===== src/rtl/adpll_lock_seq_pkg.sv =====
// Shared types and constants for the ADPLL lock sequencer.
// Build option ADPLL_LOCK_STATS_EN is consumed by the top, not by this package.
package adpll_seq_pkg;

  typedef enum logic [1:0] {
    HOLD   = 2'd0,
    SEARCH = 2'd1,
    SETTLE = 2'd2,
    LOCKED = 2'd3
  } seq_state_e;

  localparam logic [2:0] M_MIN = 3'd1;
  localparam logic [2:0] M_MAX = 3'd7;

  // A divider ratio is usable when it is non-zero; 3 bits cannot exceed M_MAX.
  function automatic logic m_req_ok(input logic [2:0] m);
    return (m >= M_MIN);
  endfunction

endpackage


===== src/rtl/adpll_lock_seq_if.sv =====
// Host-side divider-ratio request channel (valid/ready) for adpll_lock_seq.
interface adpll_lock_seq_if;

  logic [2:0] m_req;
  logic       m_req_valid;
  logic       m_req_ready;

  modport master (
    output m_req,
    output m_req_valid,
    input  m_req_ready
  );

  modport slave (
    input  m_req,
    input  m_req_valid,
    output m_req_ready
  );

endinterface


===== src/rtl/adpll_loss_det.sv =====
// Loss-of-lock detector: decodes PFD flags and counts consecutive same-direction
// non-quiet cycles; loss is raised combinationally on the cycle the run hits LOSS_CNT.
module adpll_loss_det #(
  parameter int LOSS_CNT = 8
) (
  input  logic clk,
  input  logic reset,
  input  logic en,
  input  logic flagU,
  input  logic flagD,
  output logic loss
);

  localparam int LW = $clog2(LOSS_CNT + 1);

  logic          w_quiet;
  logic          w_up;
  logic          w_dn;
  logic          w_same;
  logic [LW-1:0] w_lcnt_nxt;
  logic [LW-1:0] r_lcnt;
  logic          r_dir_up;

  assign w_quiet = (flagU == flagD);
  assign w_up    = flagU & ~flagD;
  assign w_dn    = flagD & ~flagU;
  assign w_same  = (w_up & r_dir_up) | (w_dn & ~r_dir_up);

  // Run-length update: quiet holds, same direction extends (saturating), a flip restarts at 1.
  always_comb begin
    w_lcnt_nxt = r_lcnt;
    if (!en) begin
      w_lcnt_nxt = '0;
    end else if (w_quiet) begin
      w_lcnt_nxt = r_lcnt;
    end else if (w_same && (r_lcnt != '0)) begin
      if (r_lcnt < LW'(LOSS_CNT)) begin
        w_lcnt_nxt = r_lcnt + LW'(1);
      end else begin
        w_lcnt_nxt = r_lcnt;
      end
    end else begin
      w_lcnt_nxt = LW'(1);
    end
  end

  assign loss = en & ~w_quiet & (w_lcnt_nxt == LW'(LOSS_CNT));

  // Run counter and last non-quiet direction; cleared while the detector is disabled.
  always_ff @(posedge clk or negedge reset) begin
    if (!reset) begin
      r_lcnt   <= '0;
      r_dir_up <= 1'b0;
    end else begin
      r_lcnt <= w_lcnt_nxt;
      if (en && !w_quiet) begin
        r_dir_up <= w_up;
      end else begin
        r_dir_up <= r_dir_up;
      end
    end
  end

endmodule


===== src/rtl/adpll_lock_seq.sv =====
// ADPLL lock sequencer: HOLD -> SEARCH -> SETTLE -> LOCKED with automatic re-lock.
// Define ADPLL_LOCK_STATS_EN to add the saturating relock_cnt output.
module adpll_lock_seq
  import adpll_seq_pkg::*;
#(
  parameter int         HOLD_CYC   = 4,
  parameter int         SEARCH_TO  = 255,
  parameter int         SETTLE_CNT = 16,
  parameter int         LOSS_CNT   = 8,
  parameter int         CW         = 8,
  parameter logic [2:0] M_DEFAULT  = 3'd4
) (
  input  logic                    clk,
  input  logic                    reset,
  adpll_lock_seq_if.slave         req_if,
  input  logic                    freq_lock,
  input  logic                    flagU,
  input  logic                    flagD,
  output logic [2:0]              M,
  output logic                    ctrl_reset_n,
  output logic                    locked,
  output logic                    lock_lost,
  output logic                    search_fail,
  output logic                    m_err
`ifdef ADPLL_LOCK_STATS_EN
  ,
  output logic [7:0]              relock_cnt
`endif
);

  seq_state_e r_state;
  seq_state_e w_state_nxt;
  logic [CW-1:0] r_cnt;
  logic [CW-1:0] w_cnt_nxt;
  logic [2:0]    r_m;
  logic [2:0]    w_m_nxt;
  logic          r_ctrl_rst_n;
  logic          r_locked;
  logic          w_locked_nxt;
  logic          r_lock_lost;
  logic          w_lost_nxt;
  logic          r_search_fail;
  logic          w_fail_nxt;
  logic          r_m_err;
  logic          w_err_nxt;
  logic          w_clr_stats;
  logic          w_ready;
  logic          w_accept;
  logic          w_quiet;
  logic          w_loss_en;
  logic          w_loss;

  assign w_ready            = (r_state == SEARCH) || (r_state == LOCKED);
  assign req_if.m_req_ready = w_ready;
  assign w_accept           = req_if.m_req_valid & w_ready;
  assign w_quiet            = (flagU == flagD);
  assign w_loss_en          = (r_state == LOCKED);

  adpll_loss_det #(
    .LOSS_CNT (LOSS_CNT)
  ) u_loss_det (
    .clk   (clk),
    .reset (reset),
    .en    (w_loss_en),
    .flagU (flagU),
    .flagD (flagD),
    .loss  (w_loss)
  );

  // Next-state and next-output logic; an accepted non-zero request overrides everything.
  always_comb begin
    w_state_nxt  = r_state;
    w_cnt_nxt    = r_cnt;
    w_m_nxt      = r_m;
    w_locked_nxt = r_locked;
    w_lost_nxt   = 1'b0;
    w_fail_nxt   = 1'b0;
    w_err_nxt    = 1'b0;
    w_clr_stats  = 1'b0;
    case (r_state)
      HOLD: begin
        if (r_cnt == CW'(HOLD_CYC - 1)) begin
          w_state_nxt = SEARCH;
          w_cnt_nxt   = '0;
        end else begin
          w_cnt_nxt = r_cnt + CW'(1);
        end
      end
      SEARCH: begin
        if (freq_lock) begin
          w_state_nxt = SETTLE;
          w_cnt_nxt   = '0;
        end else if (r_cnt == CW'(SEARCH_TO)) begin
          w_state_nxt = HOLD;
          w_cnt_nxt   = '0;
          w_fail_nxt  = 1'b1;
        end else begin
          w_cnt_nxt = r_cnt + CW'(1);
        end
      end
      SETTLE: begin
        if (!freq_lock) begin
          w_state_nxt = HOLD;
          w_cnt_nxt   = '0;
        end else if (!w_quiet) begin
          w_cnt_nxt = '0;
        end else if (r_cnt == CW'(SETTLE_CNT - 1)) begin
          w_state_nxt  = LOCKED;
          w_cnt_nxt    = '0;
          w_locked_nxt = 1'b1;
        end else begin
          w_cnt_nxt = r_cnt + CW'(1);
        end
      end
      LOCKED: begin
        if (w_loss || !freq_lock) begin
          w_state_nxt  = HOLD;
          w_cnt_nxt    = '0;
          w_locked_nxt = 1'b0;
          w_lost_nxt   = 1'b1;
        end else begin
          w_state_nxt = LOCKED;
        end
      end
      default: begin
        w_state_nxt  = HOLD;
        w_cnt_nxt    = '0;
        w_locked_nxt = 1'b0;
      end
    endcase
    if (w_accept) begin
      if (m_req_ok(req_if.m_req)) begin
        w_m_nxt      = req_if.m_req;
        w_locked_nxt = 1'b0;
        w_state_nxt  = HOLD;
        w_cnt_nxt    = '0;
        w_lost_nxt   = 1'b0;
        w_fail_nxt   = 1'b0;
        w_clr_stats  = 1'b1;
      end else begin
        w_err_nxt = 1'b1;
      end
    end else begin
      w_clr_stats = 1'b0;
    end
  end

  // Sequencer state and registered outputs; controller reset follows the next state.
  always_ff @(posedge clk or negedge reset) begin
    if (!reset) begin
      r_state       <= HOLD;
      r_cnt         <= '0;
      r_m           <= M_DEFAULT;
      r_ctrl_rst_n  <= 1'b0;
      r_locked      <= 1'b0;
      r_lock_lost   <= 1'b0;
      r_search_fail <= 1'b0;
      r_m_err       <= 1'b0;
    end else begin
      r_state       <= w_state_nxt;
      r_cnt         <= w_cnt_nxt;
      r_m           <= w_m_nxt;
      r_ctrl_rst_n  <= (w_state_nxt != HOLD);
      r_locked      <= w_locked_nxt;
      r_lock_lost   <= w_lost_nxt;
      r_search_fail <= w_fail_nxt;
      r_m_err       <= w_err_nxt;
    end
  end

  assign M            = r_m;
  assign ctrl_reset_n = r_ctrl_rst_n;
  assign locked       = r_locked;
  assign lock_lost    = r_lock_lost;
  assign search_fail  = r_search_fail;
  assign m_err        = r_m_err;

`ifdef ADPLL_LOCK_STATS_EN
  logic [7:0] r_relock_cnt;

  // Failure counter: bumps with each lock_lost/search_fail pulse, saturates, cleared by a new M.
  always_ff @(posedge clk or negedge reset) begin
    if (!reset) begin
      r_relock_cnt <= 8'd0;
    end else if (w_clr_stats) begin
      r_relock_cnt <= 8'd0;
    end else if ((w_lost_nxt || w_fail_nxt) && (r_relock_cnt != 8'd255)) begin
      r_relock_cnt <= r_relock_cnt + 8'd1;
    end else begin
      r_relock_cnt <= r_relock_cnt;
    end
  end

  assign relock_cnt = r_relock_cnt;
`else
  logic w_unused_stats;
  assign w_unused_stats = w_clr_stats;
`endif

endmodule

===== src/flat_wrapper.sv =====
// flat-port wrapper written by rule: the top's interface ports become plain ports
module adpll_lock_seq_flat import adpll_seq_pkg::*;
#(
  parameter int         HOLD_CYC   = 4,
  parameter int         SEARCH_TO  = 255,
  parameter int         SETTLE_CNT = 16,
  parameter int         LOSS_CNT   = 8,
  parameter int         CW         = 8,
  parameter logic [2:0] M_DEFAULT  = 3'd4
)
  (clk, reset, freq_lock, flagU, flagD, M, ctrl_reset_n, locked, lock_lost, search_fail, m_err, req_if_m_req, req_if_m_req_valid, req_if_m_req_ready);
  adpll_lock_seq_if req_if_i ();
  input  logic clk;
  input  logic reset;
  input  logic freq_lock;
  input  logic flagU;
  input  logic flagD;
  output logic [2:0] M;
  output logic ctrl_reset_n;
  output logic locked;
  output logic lock_lost;
  output logic search_fail;
  output logic m_err;
  input wire logic [$bits(req_if_i.m_req)-1:0] req_if_m_req;
  input wire logic [$bits(req_if_i.m_req_valid)-1:0] req_if_m_req_valid;
  output wire logic [$bits(req_if_i.m_req_ready)-1:0] req_if_m_req_ready;
  assign req_if_i.m_req = req_if_m_req;
  assign req_if_i.m_req_valid = req_if_m_req_valid;
  assign req_if_m_req_ready = req_if_i.m_req_ready;
  adpll_lock_seq #(.HOLD_CYC(HOLD_CYC), .SEARCH_TO(SEARCH_TO), .SETTLE_CNT(SETTLE_CNT), .LOSS_CNT(LOSS_CNT), .CW(CW), .M_DEFAULT(M_DEFAULT)) u_core (.clk(clk), .reset(reset), .req_if(req_if_i), .freq_lock(freq_lock), .flagU(flagU), .flagD(flagD), .M(M), .ctrl_reset_n(ctrl_reset_n), .locked(locked), .lock_lost(lock_lost), .search_fail(search_fail), .m_err(m_err));
endmodule

===== config.mk =====
export PLATFORM = sky130hd
export DESIGN_NAME = adpll_lock_seq_flat
export DESIGN_NICKNAME = d
export VERILOG_FILES = /design/src/rtl/adpll_lock_seq_pkg.sv /design/src/rtl/adpll_lock_seq_if.sv /design/src/rtl/adpll_loss_det.sv /design/src/rtl/adpll_lock_seq.sv /design/src/flat_wrapper.sv
export SDC_FILE = /design/constraint.sdc
export NUM_CORES = 1
export LEC_CHECK = 0
export ABC_AREA = 0
export BUFFER_PORTS_ARGS = -buffer_cell sky130_fd_sc_hd__buf_2
export CORE_MARGIN = 4
export CORE_UTILIZATION = 25
export DETAILED_ROUTE_END_ITERATION = 16
export GPL_ROUTABILITY_DRIVEN = 0
export PLACE_DENSITY_LB_ADDON = 0.12
export SYNTH_ARGS = -nofsm -noshare
export SYNTH_HDL_FRONTEND = slang
export SYNTH_SLANG_ARGS = --single-unit

===== constraint.sdc =====
create_clock -name clk -period 2.1 [get_ports clk]
set_input_delay 0.315 -clock clk [delete_from_list [all_inputs] [get_ports clk]]
set_output_delay 0.315 -clock clk [all_outputs]
set_load 0.05 [all_outputs]

# --- Yosys cells after proc, flatten, opt, wreduce, memory -nomap -nowiden ---
# Cells that the tools add are included.
# W data, S select, Z words.
word_totals:
  register_bits: 23
  in_bits: 9
  output_inout_bits: 9
  word_cells: 86
classes:
  addsub: 2
  n_lt_le_gt_ge: 2
  eq_ne: 8
  muxes: 42
  n_bitwise: 12
  n_reduce_logical: 10
op_table:
  columns: ["operator", "n"]
  rows:
  - ["$mux W8", 9]
  - ["$pmux W8 S4", 1]
  - ["$mux W2", 9]
  - ["$mux W1", 17]
  - ["$mux W4", 4]
  - ["$add A8 B1 Y8 const B", 1]
  - ["$eq A8 B2 Y1 const B", 1]
  - ["$eq A8 B4 Y1 const B", 1]
  - ["$eq A8 B8 Y1 const B", 1]
  - ["$pmux W2 S4", 1]
  - ["$and A1 B1 Y1", 7]
  - ["$add A4 B1 Y4 const B", 1]
  - ["$eq A2 B2 Y1 const B", 2]
  - ["$eq A4 B4 Y1 const B", 1]
  - ["$lt A4 B4 Y1 const B", 1]
  - ["$not A1 Y1", 4]
  - ["$reduce_bool A4 Y1", 1]
  - ["$ge A3 B1 Y1 const B", 1]
  - ["$eq A2 B1 Y1 const B", 1]
  - ["$logic_and A1 B1 Y1", 2]
  - ["$logic_not A1 Y1", 2]
  - ["$logic_not A2 Y1", 1]
  - ["$logic_or A1 B1 Y1", 2]
  - ["$pmux W1 S2", 1]
  - ["4 further kinds", 4]

# --- Depth between registers and ports, before layout ---
depth:
  word_depth: 16
  depth_mapped: 7

# --- By module ---
# From an unflattened synthesis, not the netlist that was laid out.
hier_totals:
  hier_cells: 155
  area_unflattened_um2: 1428.9
modules_own_cells:
  columns: ["mod", "instances", "cells_each", "area_each_um2", "seq_area_each_um2"]
  rows:
  - ["adpll_lock_seq", 1, 117, 1061.0, 451.7]
  - ["adpll_loss_det", 1, 38, 367.9, 125.1]

# --- Worst setup path after synthesis ---
# No wires, ideal clock.
synth_path:
  path_kind: "input-to-reg"
  start: "in flagU"
  end: "reg u_core.r_state[0]"
  setup_ns: 0.150
  t_arrival_ns: 1.771
  slack_ns: 0.179
  cell_stages: 7
  path_buffers: 0
  path_cell_list: "inv_1 -> ha_1 -> o21a_1 -> a2111oi_4 -> o2111ai_2 -> o21ai_2 -> a21oi_1"
synth_between:
  elab_chain_cells: 15
  word_cells_on_any_way: 22
  cone_classes: "2 x eq/ne; 9 x mux; 9 x bitwise; 2 x reduce/logical"
synth_rtl:
  columns: ["element", "line", "source"]
  rows:
  - ["start, declared", "flat_wrapper.sv:16", "input logic flagU;"]
  - ["$not A1 Y1", "adpll_loss_det.sv:26", "assign w_dn = flagD & ~flagU;"]
  - ["$and A1 B1 Y1", "adpll_loss_det.sv:26", null]
  - ["$and A1 B1 Y1", "adpll_loss_det.sv:27", "assign w_same = (w_up & r_dir_up) | (w_dn & ~r_dir_up);"]
  - ["$or A1 B1 Y1", "adpll_loss_det.sv:27", null]
  - ["$logic_and A1 B1 Y1", "adpll_loss_det.sv:36", "end else if (w_same && (r_lcnt != '0)) begin"]
  - ["$mux W4", "adpll_loss_det.sv:36", null]
  - ["$mux W4", "adpll_loss_det.sv:34", "end else if (w_quiet) begin"]
  - ["$mux W4", "adpll_loss_det.sv:32", "if (!en) begin"]
  - ["$eq A4 B4 Y1", "adpll_loss_det.sv:47", "assign loss = en & ~w_quiet & (w_lcnt_nxt == LW'(LOSS_CNT));"]
  - ["$and A1 B1 Y1", "adpll_loss_det.sv:47", null]
  - ["$logic_or A1 B1 Y1", "adpll_lock_seq.sv:116", "if (w_loss || !freq_lock) begin"]
  - ["$mux W2", "adpll_lock_seq.sv:116", null]
  - ["$pmux W2 S4 *", "adpll_lock_seq.sv:80", "case (r_state)"]
  - ["$mux W2", "adpll_lock_seq.sv:132", "if (m_req_ok(req_if.m_req)) begin"]
  - ["$mux W2 *", "adpll_lock_seq.sv:131", "if (w_accept) begin"]
  - ["via u_core.w_state_nxt[0]", "adpll_lock_seq.sv:32", "seq_state_e w_state_nxt;"]
  - ["end signal, assigned", "adpll_lock_seq.sv:160", "r_state <= w_state_nxt;"]
  - ["end, declared", "adpll_lock_seq.sv:31", "seq_state_e r_state;"]
# Mark *: on every way through the listed nets, which the timed path passes. The rest lies on a longest branch.
# A chain may end at the register's enable or synchronous reset.

# --- Worst setup path in the final report ---
layout_path:
  start: "reg u_core.u_loss_det.r_lcnt[0]"
  end: "reg u_core.r_lock_lost, in the netlist u_core.lock_lost"
layout_between:
  elab_chain_cells: 12
  word_cells_on_any_way: 15
  cone_classes: "1 x add/sub; 1 x order compare; 1 x eq/ne; 8 x mux; 1 x bitwise; 3 x reduce/logical"
layout_rtl:
  columns: ["element", "line", "source"]
  rows:
  - ["start, declared", "adpll_loss_det.sv:21", "logic [LW-1:0] r_lcnt;"]
  - ["start signal, assigned", "adpll_loss_det.sv:55", "r_lcnt <= w_lcnt_nxt;"]
  - ["$add A4 B1 Y4 (tied with other cells)", "adpll_loss_det.sv:38", "w_lcnt_nxt = r_lcnt + LW'(1);"]
  - ["$mux W4 or $logic_and A1 B1 Y1 (tied branches)", "adpll_loss_det.sv:37, adpll_loss_det.sv:36", null]
  - ["$mux W4", "adpll_loss_det.sv:36", null]
  - ["$mux W4 *", "adpll_loss_det.sv:34", null]
  - ["$mux W4 *", "adpll_loss_det.sv:32", null]
  - ["$eq A4 B4 Y1 *", "adpll_loss_det.sv:47", null]
  - ["$and A1 B1 Y1 *", "adpll_loss_det.sv:47", null]
  - ["$logic_or A1 B1 Y1 *", "adpll_lock_seq.sv:116", null]
  - ["$mux W1 *", "adpll_lock_seq.sv:116", null]
  - ["$mux W1 *", "adpll_lock_seq.sv:80", null]
  - ["$mux W1", "adpll_lock_seq.sv:132", null]
  - ["$mux W1 *", "adpll_lock_seq.sv:131", null]
  - ["via u_core.w_lost_nxt", "adpll_lock_seq.sv:41", "logic w_lost_nxt;"]
  - ["end signal, assigned", "adpll_lock_seq.sv:165", "r_lock_lost <= w_lost_nxt;"]
  - ["end, declared", "adpll_lock_seq.sv:40", "logic r_lock_lost;"]
# Marks and branches as above.

==> flow_summary_export.csv <==
group,metric,value,unit
status,status,"finished, final reports clean",
final_layout,drive_gt1_frac,0.273,
final_layout,fin_area,1670,um^2
final_layout,final_common_cell,"dfrtp_1",
place,pre_cts_ws,-0.0834,ns
critical_path,startpoint_type,"flop",
synthesis,synth_cell_types,39,
synthesis,synth_top_family_by_area,"compound AO/OA/AOI/OAI gates",
final_layout,post-route-util,0.324,
clock_tree,root_buffer,"clkbuf_8",
sta,relSlewSlack,0.655,
critical_path,critPathCaptureType,"flop",
sta,worstMarginPinSlew,0.518,ns
global_routing,antenna_found_initial,0,
critical_path,r2r_start,"u_core.u_loss_det.r_lcnt[0]$_DFF_PN0_",
critical_path,crit_buf_inv,2,
clock_tree,cts_tree,"built",
run,maxCapViolations,0,
critical_path,cp.arrival,2.16,ns
critical_path,crit_chain,"inv_1, ha_1, nor3b_2, nor4b_2, o2111ai_2, buf_4, o21ai_4, and3_1",
sta,setup_ws,0.139,ns
critical_path,cp_top_family,"simple AND/OR/NAND/NOR gates",
synthesis,synth-seq-cells,23,
synthesis,synth.top_cells.by_area,"dfrtp_1 41%, ha_1 4.7%, inv_1 3.9%",
synthesis,synth_simple_gate_area_share,0.184,
die,floorplan.rows,26,
synthesis,synthXorXnorAreaFrac,0.00656,
global_routing,grt_overflow,0,
clock_tree,h-tree-depth,1,
power_and_ir_drop,p_per_area,1000,nW/um^2
global_routing,grt_use_total,0.106,
critical_path,reg2reg_slack,0.14,ns
power_and_ir_drop,ir_drop,0.000447,V
sta,finalHoldViolCount,0,
critical_path,rr_endpoint,"u_core.lock_lost$_DFF_PN0_",
synthesis,avgSynthCellArea,9.67,um^2
clock_tree,cts_buffers,3,
die,die-area,6570,um^2
routing,antenna_left,0,
place,placed_cell_area,1600,um^2
synthesis,ys_seq_area_frac,0.432,
synthesis,synth_mux_area_frac,0.0272,
synthesis,synthAdderAreaFrac,0.0469,
routing,route.detailed.drc,0,
sta,slew_violations,0,
clock_tree,clk_latency,0.26,ns
synthesis,syn_inst,138,
synthesis,ys_warn_count,0,
power_and_ir_drop,power.leakage,0.735,nW
routing,viasPerCell,4.66,
die,die_h,81.1,um
clock_tree,clkSinkCount,23,
place,port_buffers,17,
sta,skew,0.000314,ns
synthesis,synth_compound_area_frac,0.259,
sta,layout_min_cycle_time,1.96,ns
critical_path,slowest_stage,"dfrtp_1",
routing,wl_per_cell,13.2,um
critical_path,cp_data_required_time,2.30,ns
critical_path,critical_path_class,"flop to flop",
critical_path,rr_worst_depth,8,
min_path,hp-class,"primary input to asynchronous set/reset pin",
die,coreArea,5140,um^2
die,initial_utilization,0.260,
critical_path,crit_fanout,4,
sta,fin_hold_ws,0.0245,ns
synthesis,syn_area,1340,um^2
final_layout,layout_common_cells,"22 x dfrtp_1, 17 x buf_2, 15 x buf_4",
final_layout,antenna_cells,0,
place,dpl.hpwl,2470,um
final_layout,area_growth,24.7,%
routing,dr_total_vias,1128,
critical_path,max_stage_delay,0.40,ns
global_routing,grt_pass1_wl,5480,um
clock_tree,clock_path_buffers,2,
sta,fmax,510,MHz
power_and_ir_drop,power,1.67,mW
synthesis,yosysTopAreaCell,"dfrtp_1",
die,io_pins,18,
clock_tree,clk_pin_slew,0.08,ns
routing,drtIter0Drc,47,
global_routing,grt_max_degree,24,
routing,drt_wl_total,3190,um
sta,setup_viol,0,
synthesis,synth_nets,152,
sta,finalCritPeriodShare,0.934,
die,die_x,81.1,um
synthesis,netlist.area_leader.share,0.412,
global_routing,grt_pass1_vias,1130,
final_layout,fin_nets,187,
routing,first_pass_iters,4,
[state kept, by name (all words and copies together) (netlist names), 2 cells and up]
name and cells:
u_core.r_cnt 8, u_core.r_state 2, u_core.M 3, u_core.u_loss_det.r_lcnt 4
[cell type report]
class | instances | area (um^2)
fill | 550 | 3470
tap | 70 | 87.6
multi-input combinational | 99 | 706
inverter | 14 | 52.6
clock buffer | 4 | 45.0
sequential | 23 | 577
timing repair buffer | 32 | 198
[kinds of logic after synthesis]
kind of cell / after synthesis
compound gates: 45
simple gates: 45
flops: 23
buf+inv: 16
fa+ha+maj: 5
mux: 3
xor+xnor: 1
[where the power goes]
part | leakage, nW | switching (mW) | internal (mW) | total [mW]
combinational | 0.406 | 0.490 | 0.280 | 0.770
sequential | 0.306 | 0.0815 | 0.549 | 0.630
clock | 0.0228 | 0.130 | 0.135 | 0.265
[cell usage after synthesis]
cell type / number
nor2_1: 14
xnor2_1: 1
o21bai_1: 1
o21ai_2: 2
nor4b_2: 1
a21oi_1: 8
nor2b_1: 2
nor3b_1: 1
a311oi_2: 1
a31oi_1: 3
nor3b_2: 1
o21a_1: 2
nand4b_1: 1
a41o_1: 1
o21ai_0: 9
and3_1: 5
nor3_1: 3
and2_1: 2
nand4_1: 1
o311ai_4: 1
mux2_2: 2
nand2_1: 6
dfrtp_1: 22
o31ai_1: 1
mux2i_2: 1
a32o_1: 2
o22ai_1: 8
or3b_1: 1
a2111oi_4: 1
o2111ai_2: 1
o211ai_1: 3
ha_1: 5
clkbuf_1: 2
inv_1: 14
nand3_1: 3
nand2b_1: 1
dfstp_2: 1
nor4_1: 3
a21o_1: 1
[how the worst max path moves through the flow]
stage	startpoint	end	slack [ns]	cells after the start
finish	u_core.u_loss_det.r_lcnt[0]$_DFF_PN0_	u_core.lock_lost$_DFF_PN0_	0.14	8
global route	u_core.u_loss_det.r_lcnt[0]$_DFF_PN0_	u_core.r_cnt[3]$_DFF_PN0_	-0.007	8
CTS	u_core.u_loss_det.r_lcnt[0]$_DFF_PN0_	u_core.r_cnt[3]$_DFF_PN0_	0.12	7
detailed placement	flagU	u_core.r_cnt[4]$_DFF_PN0_	-0.08	9
global placement	flagU	u_core.r_cnt[6]$_DFF_PN0_	-0.04	10
floorplan	flagU	u_core.r_state[0]$_DFF_PN0_	0.18	7
[per-layer routing]
| metal | GRT usage | routed length, um | vias to the layer above |
|---|---|---|---|
| li1 | - | - | 577 |
| met1 | 0.146 | 1590 | 539 |
| met2 | 0.172 | 1510 | 10 |
| met3 | 0.0266 | 69 | 2 |
| met4 | 0.0152 | 23 | 0 |
| met5 | 0 | 0 | - |
[through the flow]
step,TNS (ns),std cells
CTS,0,240
global placement,-0.229,236
floorplan,0,138
detailed placement,-0.562,236
finish,0,242
global route,-0.0112,242
[timing repair]
item	CTS	global route
hold endpoints to repair	0	0
hold buffers	0	0
setup endpoints to repair	0	8
gates resized for setup	0	1
setup buffers	0	2
(Power assumes the default switching activity.)
